===== config.mk =====
export PLATFORM = sky130hd
export DESIGN_NAME = fft_magnitude
export DESIGN_NICKNAME = d
export VERILOG_FILES = /design/src/rtl/fft_magnitude.sv
export SDC_FILE = /design/constraint.sdc
export NUM_CORES = 2
export LEC_CHECK = 0
export ABC_AREA = 1
export BUFFER_PORTS_ARGS = -buffer_cell sky130_fd_sc_hd__buf_2
export CAP_MARGIN = 20
export CORE_ASPECT_RATIO = 0.7
export CORE_UTILIZATION = 64
export CTS_CLUSTER_DIAMETER = 100
export DETAILED_ROUTE_END_ITERATION = 16
export GPL_ROUTABILITY_DRIVEN = 0
export GPL_TIMING_DRIVEN = 0
export PLACE_DENSITY = 0.81
export SYNTH_ARGS = -nofsm -noshare
export SYNTH_HDL_FRONTEND = slang
export SYNTH_SLANG_ARGS = --single-unit

===== constraint.sdc =====
create_clock -name clk -period 6.8 [get_ports clk]
set_clock_uncertainty 0.15 [all_clocks]
set_input_delay 0.34 -clock clk [delete_from_list [all_inputs] [get_ports clk]]
set_output_delay 0.34 -clock clk [all_outputs]
set_load 0.05 [all_outputs]

===== src/rtl/fft_magnitude.sv =====
// Streaming complex-to-magnitude stage: floor(sqrt(re^2 + im^2)) per FFT bin,
// fully pipelined, with bin-index sequence checking and a completed-frame counter.
module fft_magnitude #(
    parameter int FFT_WIDTH  = 16,
    parameter int FFT_POINTS = 1024,
    parameter int MAG_WIDTH  = 24,
    localparam int IW = $clog2(FFT_POINTS)
) (
    input  logic                        clk,
    input  logic                        rst,
    input  logic signed [FFT_WIDTH-1:0] fft_re,
    input  logic signed [FFT_WIDTH-1:0] fft_im,
    input  logic                        fft_valid,
    input  logic                        fft_last,
    input  logic [IW-1:0]               fft_index,
    output logic [MAG_WIDTH-1:0]        magnitude_out,
    output logic                        magnitude_valid,
    output logic                        magnitude_last,
    output logic [IW-1:0]               magnitude_index,
    output logic                        index_error,
    output logic [15:0]                 frame_count
);

    localparam int W  = FFT_WIDTH;
    localparam int L  = W + 2;
    localparam int SW = 2 * W + 1;
    localparam int RW = W + 3;

    logic signed [2*W-1:0] re_ext, im_ext;
    logic signed [2*W-1:0] re_sq, im_sq;
    logic [SW-1:0]         sum_q;
    logic [L-1:0]          vld_pipe, last_pipe;
    logic [IW-1:0]         idx_pipe [L];
    logic [IW-1:0]         expected;

    assign re_ext = (2*W)'(fft_re);
    assign im_ext = (2*W)'(fft_im);

    // Data path registers carry no reset; only the valid bits decide what is real.
    always_ff @(posedge clk) begin
        re_sq <= re_ext * re_ext;
        im_sq <= im_ext * im_ext;
        sum_q <= {1'b0, re_sq} + {1'b0, im_sq};
    end

    // Restoring square root, one root bit per stage, two radicand bits consumed per stage.
    for (genvar s = 0; s < W; s++) begin : g_sqrt
        logic [RW-1:0]  rem_in, rem_sh, trial;
        logic [W-1:0]   root_in, root_q;
        logic [2*W-1:0] rad_in;
        logic           take;

        if (s == 0) begin : g_first
            assign rem_in  = RW'(sum_q >> (2 * W));
            assign root_in = '0;
            assign rad_in  = sum_q[2*W-1:0];
        end else begin : g_next
            assign rem_in  = g_sqrt[s-1].g_carry.rem_q;
            assign root_in = g_sqrt[s-1].root_q;
            assign rad_in  = g_sqrt[s-1].g_carry.rad_q;
        end

        assign rem_sh = (rem_in << 2) | RW'(rad_in >> (2 * W - 2));
        assign trial  = {1'b0, root_in, 2'b01};
        assign take   = (rem_sh >= trial);

        always_ff @(posedge clk) begin
            root_q <= take ? ((root_in << 1) | W'(1)) : (root_in << 1);
        end

        if (s < W - 1) begin : g_carry
            logic [RW-1:0]  rem_q;
            logic [2*W-1:0] rad_q;
            always_ff @(posedge clk) begin
                rem_q <= take ? (rem_sh - trial) : rem_sh;
                rad_q <= rad_in << 2;
            end
        end
    end

    always_ff @(posedge clk) begin
        if (rst) begin
            vld_pipe  <= '0;
            last_pipe <= '0;
        end else begin
            vld_pipe  <= {vld_pipe[L-2:0], fft_valid};
            last_pipe <= {last_pipe[L-2:0], fft_valid & fft_last};
        end
    end

    always_ff @(posedge clk) begin
        idx_pipe[0] <= fft_index;
        for (int i = 1; i < L; i++) begin
            idx_pipe[i] <= idx_pipe[i-1];
        end
    end

    // Output register forces the magnitude to zero on idle cycles.
    always_ff @(posedge clk) begin
        if (rst) begin
            magnitude_out   <= '0;
            magnitude_valid <= 1'b0;
            magnitude_last  <= 1'b0;
            magnitude_index <= '0;
        end else begin
            magnitude_out   <= vld_pipe[L-1] ? MAG_WIDTH'(g_sqrt[W-1].root_q) : '0;
            magnitude_valid <= vld_pipe[L-1];
            magnitude_last  <= last_pipe[L-1];
            magnitude_index <= vld_pipe[L-1] ? idx_pipe[L-1] : '0;
        end
    end

    // A mismatch resynchronises to the received index; a last beat restarts at zero.
    always_ff @(posedge clk) begin
        if (rst) begin
            expected    <= '0;
            index_error <= 1'b0;
        end else if (fft_valid) begin
            index_error <= (fft_index != expected);
            expected    <= fft_last ? '0 : fft_index + IW'(1);
        end else begin
            index_error <= 1'b0;
        end
    end

    always_ff @(posedge clk) begin
        if (rst) begin
            frame_count <= '0;
        end else if (magnitude_valid && magnitude_last) begin
            frame_count <= frame_count + 16'd1;
        end
    end

endmodule


==> metrics.md <==
| Metric | Value |
|---|---|
| CP Capture Point | im_sq[23] |
| Drt wl/cell | between 15 and 20 um |
| Cell accounting for the most synthesized area | dfxtp_1 |
| Share of post-route cells with drive strength above 1 | 0.05563 |
| Flop2flop setup slack | between 4 and 5 ns |
| GRT Total Usage | 0.3019 |
| H-tree levels | 3 |
| Fmax | approximately 150 MHz |
| PortBufs | 76 |
| Relative slew slack | 0.4670 |
| Final Routed Wirelength | between 100 and 150 mm |
| Worst slew pin tran | between 0.7 and 0.8 ns |
| Final worst path period need | 6.583 ns |
| Clock Root Buffer | clkbuf_16 |
| CTS Sinks | around 980 |
| Post-Synthesis Cells | 6930 |
| Largest net degree at the start of global routing | 18 |
| Fin cells | 8341 |
| Synth top area cells | dfxtp_1 (35%), fa_1 (17%), nand2_1 (11%) |
| Yosys cell types | between 50 and 60 |
| Min-Delay Path Class | in2reg |
| CTS tree | built |
| CP startpoint | fft_im[5] |
| FF-to-FF Start | g_sqrt[10].root_q[6] |
| Fin util | 0.7073 |
| Crit path kind | in2reg |
| Crit Path Max Fanout | 10 |
| RSZ-0062 raised after global routing | no |
| Routed vias | about 45k |
| Ports | roughly 100 |
| GRT overflow | 0 |
| Post-Place Setup Slack | -0.3764 ns |
| Average vias per placed instance | around 5.4 |
| CP startpoint kind | input port |
| First-pass GRT wire length | 217.5 mm |
| Setup slack after layout | 0.2167 ns |
| Seq/Total Area, Yosys | 0.3501 |
| Fraction of the cycle the final worst path needs | 0.9681 |
| Cts bufs inserted | 88 |
| Yosys Warn Count | 0 |
| Antenna-violating nets left | 0 |
| Status | finished clean |
| Critical Path RT | approximately 7 ns |
| Nets@finish | about 8.0k |
| Starting density of the core | 0.6493 |
| Synth Flop Type | dfxtp_1 |
| Vias in the first global route | ~44k |
| Synthesized area | roughly 56000 sq um |
| Die ar. | 88940 sq um |
| Final setup fails | 0 |
| EDFF count, synth | 0 |
| Synth top cells by count | nand2_1 (1649), inv_1 (1563), dfxtp_1 (982), nor2_1 (491), fa_1 (470) |
| R2R Path End | g_sqrt[11].g_carry.rem_q[3] |
| Arr. time, crit path | 6.99 ns |
| Area share of the largest cell type after synthesis | 0.3501 |
| Die Ht | around 250 um |
| Antenna violations before repair | 1 |
| Avg Synthesized Cell Area | between 8 and 9 sq um |
| Max-Cap Viols | 0 |
| N_diodes | 0 |
| Max-slew violation count | 0 |
| Die Width | about 360 um |
| Later-pin clock latency in the skew report | 0.65 ns |
| Layout area overhead | 8.940% |
| Worst Reg-to-Reg Cells | 10 |
| Cells after DPL | around 8.2k |
| DR iter-0 viols | between 4k and 5k |
| Clock buffer depth | 3 |
| Synth async-reset ratio | 0 |
| Drt drc | 0 |
| Sum of net half-perimeters after detailed placement | a little over 100 mm |
| Setup TNS | 0 ns |
| Row Count | 90 |
| Crit end category | flop |
| First-pass DRT Iterations | 7 |
| FF+latch count, synth | around 980 |
| Hold Fails Final Rpt | 0 |
| Count leader, synth | nand2_1 |
| Postcts setup bufs | 0 |
| CTS clock-pin slew for the worst setup and hold paths | 0.06 ns |
| Area of the core | a little under 90000 sq um |
[how the worst min path moves through the flow]
stage / start / endpoint / cells after the start
2_1_floorplan: sum_q[8] / g_sqrt[0].g_carry.rad_q[10] / 0
3_3_place_gp: g_sqrt[5].g_carry.rad_q[18] / g_sqrt[6].g_carry.rad_q[20] / 0
3_5_place_dp: sum_q[19] / g_sqrt[0].g_carry.rad_q[21] / 0
4_1_cts: fft_re[1] / re_sq[2] / 3
5_1_grt: fft_im[1] / im_sq[2] / 3
6_report: fft_re[1] / re_sq[2] / 3
[what timing repair did]
action,in CTS,in global routing
setup endpoints to repair,0,4
hold buffers,16,0
hold endpoints to repair,31,0
gates resized for setup,0,2
[registers in the layout, summed over array words and instances, names as in the netlist, 12 cells and up]
name / cells
frame_count: 16
g_sqrt.g_carry.rad_q: 228
g_sqrt.g_carry.rem_q: 223
g_sqrt.rad_in: 12
g_sqrt.rem_in: 17
g_sqrt.root_q: 126
idx_pipe: 180
im_sq: 31
last_pipe: 18
magnitude_out: 16
re_sq: 31
sum_q: 33
vld_pipe: 18
[final cells by class]
type	count	area, sq um
multi-input combinational	4269	29980
fill	6400	25310
sequential	982	19660
inverter	1576	5931
clock buffer	114	2450
tap	1150	1439
buffer	110	610.6
clock inverter	48	563.0
timing repair buffer	92	540.5
[placed cells by master (no fill, tap or decap), types with 11 or more instances in the layout]
master / Yosys / final
dlygate4sd3_1: 0 / 16
clkbuf_16: 0 / 88
ha_1: 365 / 365
o21ai_0: 139 / 139
xnor2_1: 47 / 47
buf_6: 13 / 13
nand3_1: 320 / 320
buf_2: 2 / 78
buf_4: 14 / 14
nand2_2: 16 / 16
clkbuf_8: 0 / 15
nand4_1: 86 / 86
and2_1: 13 / 13
o21bai_1: 32 / 32
xor2_1: 129 / 129
clkinv_2: 0 / 16
a21o_1: 11 / 11
fa_1: 470 / 470
dfxtp_1: 982 / 982
nand3b_1: 30 / 30
a21oi_1: 219 / 219
nor2_2: 16 / 16
or2_2: 18 / 18
nor3_1: 73 / 73
nor2_1: 491 / 491
o21ai_1: 28 / 28
a21oi_2: 38 / 38
nand2_1: 1649 / 1649
clkbuf_1: 73 / 83
inv_1: 1563 / 1563
[logic make-up after synthesis]
| kind of cell | count (synthesis) | synth area share |
|---|---|---|
| other | 1 | 0.00006678 |
| AND/OR/NAND/NOR | 2746 | 0.2051 |
| XOR/XNOR | 176 | 0.02745 |
| buffers and inverters | 1686 | 0.1165 |
| AO/OA/AOI/OAI | 504 | 0.05194 |
| adder cells (fa/ha/maj) | 835 | 0.2489 |
| flip-flops | 982 | 0.3501 |
[routing by layer]
layer	track usage	share of wire	routed length (um)
met5	0	0.000082	11
met4	0.08277	0.026	3541
met3	0.06545	0.10	13490
met2	0.4886	0.46	61360
met1	0.4081	0.41	55360
[through the flow]
stage,area (sq um),hold WS [ns]
after global placement,58000,0.1596
after floorplan,56180,0.1596
after CTS,61170,0.06781
final,61170,0.09902
after detailed placement,58000,0.1621
after global routing,61170,0.1132
[critical path, cell delays in order]
cell      delay [ns]
clkbuf_1        0.43
clkbuf_1        0.58
nand2_1         0.23
fa_1            0.61
inv_1           0.08
fa_1            0.93
fa_1            0.53
fa_1            0.48
fa_1            0.55
inv_1           0.06
fa_1            0.53
inv_1           0.04
ha_1            0.37
nand2_1         0.12
nor2_1          0.15
inv_1           0.07
nor2_1          0.30
nand4_1         0.24
nand3b_1        0.16
xor2_1          0.18
Power is left out: the tool's default activity adds up to more than one toggle a clock period on the data nets, which glitch-free logic cannot reach.
